<file path="src/rtl/wbuf_read_responder.sv">
// Write buffer holding 32 x 128-bit entries keyed by {channel, id[2:0]}.
// Reads consume an entry and return its data through a single skid-free output register.
module wbuf_read_responder (
    input  logic         clk,
    input  logic         rst_n,
    input  logic         xbar_wbuf_wr_valid_i,
    output logic         xbar_wbuf_wr_ready_o,
    input  logic [1:0]   xbar_wbuf_wr_channel_id_i,
    input  logic [7:0]   xbar_wbuf_wr_wbuffer_id_i,
    input  logic [127:0] xbar_wbuf_wr_data_i,
    input  logic         rc_wbuf_req_valid_i,
    output logic         rc_wbuf_req_ready_o,
    input  logic [1:0]   rc_wbuf_req_channel_id_i,
    input  logic [7:0]   rc_wbuf_req_wbuffer_id_i,
    output logic         rc_wbuf_rtn_valid_o,
    input  logic         rc_wbuf_rtn_ready_i,
    output logic [127:0] rc_wbuf_rtn_data_o,
    output logic         wbuf_rd_err_o,
    output logic [5:0]   wbuf_free_cnt_o
);

    localparam int unsigned ENTRIES = 32;
    localparam int unsigned DW      = 128;

    logic [DW-1:0] mem [ENTRIES];
    logic [DW-1:0] rdata_q;

    logic [ENTRIES-1:0] valid_q, valid_d;
    logic               rtn_valid_q, rtn_valid_d;
    logic               zero_q, zero_d;
    logic               err_q, err_d;
    logic [5:0]         free_q, free_d;

    logic [4:0] wr_idx, rd_idx;
    logic       wr_legal, rd_legal;
    logic       wr_fire, rd_fire, rd_ok;

    assign wr_idx   = {xbar_wbuf_wr_channel_id_i, xbar_wbuf_wr_wbuffer_id_i[2:0]};
    assign rd_idx   = {rc_wbuf_req_channel_id_i, rc_wbuf_req_wbuffer_id_i[2:0]};
    assign wr_legal = (xbar_wbuf_wr_wbuffer_id_i[7:3] == 5'd0);
    assign rd_legal = (rc_wbuf_req_wbuffer_id_i[7:3] == 5'd0);

    // Illegal ids are always accepted so they drain, but never touch state.
    assign xbar_wbuf_wr_ready_o = !wr_legal || !valid_q[wr_idx];
    assign wr_fire              = xbar_wbuf_wr_valid_i && wr_legal && !valid_q[wr_idx];

    assign rc_wbuf_req_ready_o  = !rtn_valid_q || rc_wbuf_rtn_ready_i;
    assign rd_fire              = rc_wbuf_req_valid_i && rc_wbuf_req_ready_o;
    assign rd_ok                = rd_fire && rd_legal && valid_q[rd_idx];

    always_comb begin
        valid_d = valid_q;
        if (rd_ok) begin
            valid_d[rd_idx] = 1'b0;
        end
        if (wr_fire) begin
            valid_d[wr_idx] = 1'b1;
        end

        rtn_valid_d = rtn_valid_q;
        zero_d      = zero_q;
        if (rd_fire) begin
            rtn_valid_d = 1'b1;
            zero_d      = !rd_ok;
        end else if (rc_wbuf_rtn_ready_i) begin
            rtn_valid_d = 1'b0;
        end

        err_d  = rd_fire && !rd_ok;
        free_d = free_q + {5'd0, rd_ok} - {5'd0, wr_fire};
    end

    always_ff @(posedge clk or negedge rst_n) begin
        if (!rst_n) begin
            valid_q     <= '0;
            rtn_valid_q <= 1'b0;
            zero_q      <= 1'b1;
            err_q       <= 1'b0;
            free_q      <= 6'd32;
        end else begin
            valid_q     <= valid_d;
            rtn_valid_q <= rtn_valid_d;
            zero_q      <= zero_d;
            err_q       <= err_d;
            free_q      <= free_d;
        end
    end

    // Storage and its read register carry no reset; zero_q masks stale data instead.
    always_ff @(posedge clk) begin
        if (wr_fire) begin
            mem[wr_idx] <= xbar_wbuf_wr_data_i;
        end
        if (rd_ok) begin
            rdata_q <= mem[rd_idx];
        end
    end

    assign rc_wbuf_rtn_valid_o = rtn_valid_q;
    assign rc_wbuf_rtn_data_o  = zero_q ? '0 : rdata_q;
    assign wbuf_rd_err_o       = err_q;
    assign wbuf_free_cnt_o     = free_q;

endmodule

</file>
<file path="config.mk">
export PLATFORM = sky130hd
export DESIGN_NAME = wbuf_read_responder
export DESIGN_NICKNAME = d
export VERILOG_FILES = /design/src/rtl/wbuf_read_responder.sv
export SDC_FILE = /design/constraint.sdc
export NUM_CORES = 2
export LEC_CHECK = 0
export ABC_CLOCK_PERIOD_IN_PS = 31000
export CAP_MARGIN = 20
export CORE_MARGIN = 2
export CORE_UTILIZATION = 55
export CTS_CLUSTER_SIZE = 25
export DETAILED_ROUTE_END_ITERATION = 10
export PLACE_DENSITY_LB_ADDON = 0.3
export SYNTH_ARGS = -nofsm -noshare
export SYNTH_HDL_FRONTEND = slang
export SYNTH_SLANG_ARGS = --single-unit
</file>
<file path="constraint.sdc">
create_clock -name clk -period 31 [get_ports clk]
set_input_delay 6.2 -clock clk [delete_from_list [all_inputs] [get_ports clk]]
set_output_delay 6.2 -clock clk [all_outputs]
set_load 0.1 [all_outputs]
</file>
; Yosys cells after proc, flatten, opt, wreduce, memory -nomap -nowiden
; Memory sizes are Yosys's and may differ from the RTL's. A register that Yosys moved wholly into a read port is not among the register bits.
; Cells that the tools add are included.
[word_totals]
register_bits = 41
latchBits = 0
mem_bits_rw = 4096
mem_bits_ro = 0
input_bits = 153
out_inout_bits = 138
word_cells = 47
memories = 1
[op_classes]
n_addsub = 2
mul = 0
div_mod_pow = 0
magnitude_cmp = 4
eq_ne = 0
shift = 0
muxes = 15
n_bitwise = 3
n_reduce_logical = 17
[memory_table]
columns = memory, depth, word_bits, rd, rd_clocked_by_memory_dff, write_ports, line
row1 = mem, 32, 128, 1, 1, 1, 25  ; logic [DW-1:0] mem [ENTRIES];
[op_table]
columns = operator, n
row1 = 128-bit 2-to-1 mux, 1
row2 = 32-bit 2-to-1 mux, 2
row3 = 32-bit AND, 1
row4 = 32-bit NOT, 1
row5 = 32-bit bitwise OR, 1
row6 = 5-bit by 6-bit < comparator with 1-bit output (second input constant), 2
row7 = 1-bit binary-select mux with 5-bit select, 2
row8 = 1-bit demux with 5-bit select, 2
row9 = 5-bit by 1-bit >= comparator with 1-bit output (second input constant), 2
row10 = 5-bit zero test, 2
row11 = 1-bit logical AND, 8
row12 = 1-bit 2-to-1 mux, 8
row13 = 6-bit by 1-bit adder with 6-bit output, 1
row14 = 6-bit by 1-bit subtractor with 6-bit output, 1
row15 = 1-bit zero test, 4
row16 = 1-bit logical OR, 2
row17 = 2-bit nonzero test, 1

; Logic depth before layout (Yosys ltp)
[depth]
ltp_word = 9
depth_mapped = 16
mapped_depth_nobuf = 14

; Worst setup path before layout
; No wires, ideal clock.
[synth_timing]
path_kind = input to register
startpoint = input port xbar_wbuf_wr_wbuffer_id_i[1]
endpoint = memory mem[16][0], enable pin
setup_time_ps = 928
arrival_ps = 19544
required_time_ps = 30072
setup_slack_ps = 10527
stages = 8
n_path_buf = 2
path_cell_list = buf_4 -> mux2i_1 -> o22ai_1 -> or3_1 -> a32oi_2 -> nand2_1 -> buf_6 -> nor4_1
[synth_via]
elab_chain_len = 6
[synth_rtl]
columns = item, line
row1 = start: declaration, 9  ; input logic [7:0] xbar_wbuf_wr_wbuffer_id_i,
row2 = 1-bit binary-select mux with 5-bit select, 45  ; assign wr_fire = xbar_wbuf_wr_valid_i && wr_legal && !valid_q[wr_idx];
row3 = 1-bit 2-to-1 mux (implied by the code), 45
row4 = 1-bit zero test, 45
row5 = 1-bit logical AND, 45
row6 = 1-bit 2-to-1 mux, 91  ; if (wr_fire) begin
row7 = 1-bit 2-to-1 mux (implied by the code), 92  ; mem[wr_idx] <= xbar_wbuf_wr_data_i;
row8 = end: declaration, 25
; Parallel ways exist; a longest one is shown, timed or not. The select of a mux whose other input is x is not followed.

; Final worst setup path
[layout_timing]
startpoint = input port xbar_wbuf_wr_channel_id_i[0]
endpoint = output port xbar_wbuf_wr_ready_o
[layout_via]
elab_chain_len = 4
[layout_rtl]
columns = item, line
row1 = start: declaration, 8  ; input logic [1:0] xbar_wbuf_wr_channel_id_i,
row2 = 1-bit binary-select mux with 5-bit select, 44  ; assign xbar_wbuf_wr_ready_o = !wr_legal || !valid_q[wr_idx];
row3 = 1-bit 2-to-1 mux (implied by the code), 44
row4 = 1-bit zero test, 44
row5 = 1-bit logical OR, 44
row6 = end: declaration, 7  ; output logic xbar_wbuf_wr_ready_o,
; Every way passes these cells. The select of a mux whose other input is x is not followed.

==> impl_metrics.csv <==
group,metric,value,unit
outcome,status,"finished, final reports clean",
routing,vias,77556,
hold_path,hp-class,"flip-flop to flip-flop",
cells_and_area,layout-drive-gt1-share,24.8,%
global_route,overflow,0,
yosys,syn_area,161000,um^2
place,dp_hpwl,190000,um
power_and_ir_drop,p_int,0.00937,W
floorplan,die-area,297000,um^2
timing,clock_skew,0.0549,ns
cells_and_area,fillers,18881,
timing,fmax,64.2,MHz
critical_path,cp_top_family,"buffers and inverters",
global_route,grt_pass1_vias,77356,
routing,dr.pass1.iters,6,
job,cap_violations,0,
power_and_ir_drop,swShare,20.7,%
critical_path,critPathSlowestCell,"clkdlybuf4s50_1",
cells_and_area,syn2layout_area_growth,13.3,%
place,place_inst,10697,
timing,period_minus_slack,15.57,ns
critical_path,path_cells,"clkdlybuf4s50_1, nand3b_1, nor2_1, or3_1, a32oi_2, a211o_1, clkdlybuf4s50_1",
routing,drc,0,
clock_tree,postCtsHoldBufs,0,
power_and_ir_drop,ir_drop,0.0662,mV
critical_path,crit_required,24.80,ns
timing,tns,0,ns
floorplan,fp-row-count,198,
clock_tree,clock_latency,0.98,ns
power_and_ir_drop,seqPwrFrac,53.8,%
critical_path,cp_common_cell,"clkdlybuf4s50_1",
critical_path,critPathArrivalTime,9.37,ns
cells_and_area,nets,7379,
yosys,synth-edff-count,4224,
floorplan,ios,291,
floorplan,die_w,545,um
yosys,yosysTopAreaCellShare,78.8,%
critical_path,cpPeakStageDelay,1.14,ns
clock_tree,clk_path_buf_depth,4,
yosys,netlist_instances,6718,
critical_path,cp_max_fo,15,
floorplan,die_h,545,um
clock_tree,cts.sinks,4265,
routing,wire_per_inst,35.9,um
clock_tree,cts_made_buffers,414,
timing,fin_crit_sh,50.2,%
timing,worst_pin_slew,1.20,ns
timing,finalMaxSlewViolations,0,
floorplan,core,291000,um^2
global_route,grt_max_degree,139,
yosys,synthFlopType,"edfxtp_1",
routing,viasPerCell,6.75,
timing,setup_violations,0,
timing,relSlewSlack,19.8,%
yosys,syn_area_per_cell,24.0,um^2
yosys,ys_seq_elements,4265,
global_route,grt_pass1_wl,580000,um
routing,first_iter_violations,11467,
yosys,synthArstFlopShare,0.961,%
place,gp_congestion,0.818,
yosys,yosysWarnings,0,
routing,ant_nets,0,
yosys,ys_seq_area_share,79.5,%
critical_path,crit_type,"input pin to output pin",
clock_tree,htree_levels,5,
power_and_ir_drop,pwr-share-clk,42.1,%
floorplan,start_util,55.3,%
power_and_ir_drop,comb_power_share,4.1,%
critical_path,critPathBufInv,2,
clock_tree,post_cts_buffers,0,
yosys,ys_types,64,
clock_tree,cts_tree,"built",
critical_path,worstSetupStartpointType,"input pin",
global_route,antenna_found_initial,58,
clock_tree,path_clk_slew,0.06,ns
global_route,grt_usage,27.8,%
timing,final-hold-violation-count,0,
clock_tree,post_cts_resized,0,
yosys,yosys-top-cells-area,"edfxtp_1, mux4_2, a22oi_1",
timing,rsz0062_at_grt,"no",
power_and_ir_drop,p_sw,0.00245,W
power_and_ir_drop,p_leak,56.2,nW
cells_and_area,instances_no_fill,11487,
yosys,yosysTopAreaCell,"edfxtp_1",
power_and_ir_drop,powerDensity,64.8,nW/um^2
yosys,synth_fp_nets,6878,
clock_tree,cts_root_buf,"clkbuf_16",
place,port-buffer-count,290,
critical_path,crit_path_end_kind,"output pin",
routing,wirelength,412000,um
## metal layers
| metal | GRT usage, % | part of all wire [%] | up-vias |
|---|---|---|---|
| li1 | - | - | 30148 |
| met1 | 38.6 | 37 | 41608 |
| met2 | 45.8 | 50 | 4927 |
| met3 | 4.87 | 11 | 835 |
| met4 | 8.52 | 3.1 | 38 |
| met5 | 0 | 0.057 | - |
## power by group through the flow
| stage | Clock (W) | Sequential [W] | Combinational (W) |
|---|---|---|---|
| floorplan | 0 | 0.00650 | 0.000280 |
| global placement | 0 | 0.00648 | 0.000473 |
| detailed placement | 0 | 0.00648 | 0.000486 |
| CTS | 0.00502 | 0.00636 | 0.000488 |
| global route | 0.00523 | 0.00635 | 0.000521 |
| finish | 0.00497 | 0.00636 | 0.000489 |
## final cells by class
type	count	area, um^2	area share (%)
multi-input combinational	2064	31400	17.2
inverter	12	52.6	0.0288
clock inverter	258	2620	1.44
sequential	4265	128000	70.1
clock buffer	497	10700	5.89
antenna	29	72.6	0.0398
tap	3900	4880	2.68
timing repair buffer	462	4640	2.55
## kinds of logic after synthesis
group	count (synthesis)	share of synthesized area [%]
buffers and inverters	389	1.19
adder cells (fa/ha/maj)	7	0.0591
XOR/XNOR	5	0.0272
AND/OR/NAND/NOR	359	1.31
multiplexers	1202	15.7
AO/OA/AOI/OAI	491	2.30
flip-flops	4265	79.5
## registers in the layout, indices dropped and copies added, names as in the netlist
| register | cells |
|---|---|
| mem | 4096 |
| zero_q | 1 |
| wbuf_rd_err_o | 1 |
| wbuf_free_cnt_o | 6 |
| rdata_q | 128 |
| valid_q | 32 |
| rc_wbuf_rtn_valid_o | 1 |
## synth_stat cells, drive strengths merged, types with 3 or more instances
master,n
a21oi,4
a221oi,8
a22o,8
a22oi,322
buf,215
clkbuf,162
dfrtp,39
edfxtp,4224
ha,6
inv,12
mux2,8
mux2i,142
mux4,1052
nand2,47
nand2b,6
nand3,13
nand3b,3
nand4,81
nand4b,3
nor2,21
nor2b,129
nor3,24
nor3b,3
nor4,7
o2111ai,5
o211ai,3
o21ai,34
o221ai,42
o22a,10
o22ai,9
o31ai,34
or2,6
or3,9
xnor2,4
## final timing paths
check | from | to | slack, ns | depth (start not counted)
max | xbar_wbuf_wr_channel_id_i[0] | xbar_wbuf_wr_ready_o | 15.43 | 7
min | wbuf_free_cnt_o[0] | wbuf_free_cnt_o[0] | 0.51 | 1
max reg2reg | valid_q[30] | mem[16][122] | 25.02 | 11
min reg2reg | wbuf_free_cnt_o[0] | wbuf_free_cnt_o[0] | 0.51 | 1
max in group asynchronous | rst_n | zero_q | 25.20 | 2
min in group asynchronous | rst_n | wbuf_free_cnt_o[4] | 5.18 | 1
## layout by cell type (no fill, tap or decap), types with 73 or more instances in the layout
master,n
a22oi_1,322
buf_4,138
clkbuf_1,80
clkbuf_16,417
clkdlybuf4s50_1,284
clkinv_1,98
clkinv_2,73
edfxtp_1,4224
mux2i_1,142
mux4_2,1052
nand4_1,81
nor2b_1,128
## stage by stage
stage          hold slack [ns]  area, um^2  util, %  total power (W)  worst slack (ns)
2_1_floorplan            0.478      161000        -          0.00678             10.53
3_3_place_gp             0.494      169000     58.0          0.00695             15.47
3_5_place_dp             0.497      169000     58.0          0.00697             15.47
4_1_cts                  0.510      182000     62.6           0.0119             15.46
5_1_grt                  0.531      182000     62.6           0.0121             15.31
6_report                 0.506      182000     62.6           0.0118             15.43
## worst register-to-register path: cells and delay by family, from the launching register on
kind                   cells  cell delay (ns)
buffers and inverters      5             3.58
AND/OR/NAND/NOR            3             0.99
AO/OA/AOI/OAI              2             0.42
flip-flops                 1             0.41
multiplexers               1             0.16
(Power assumes the default switching activity.)
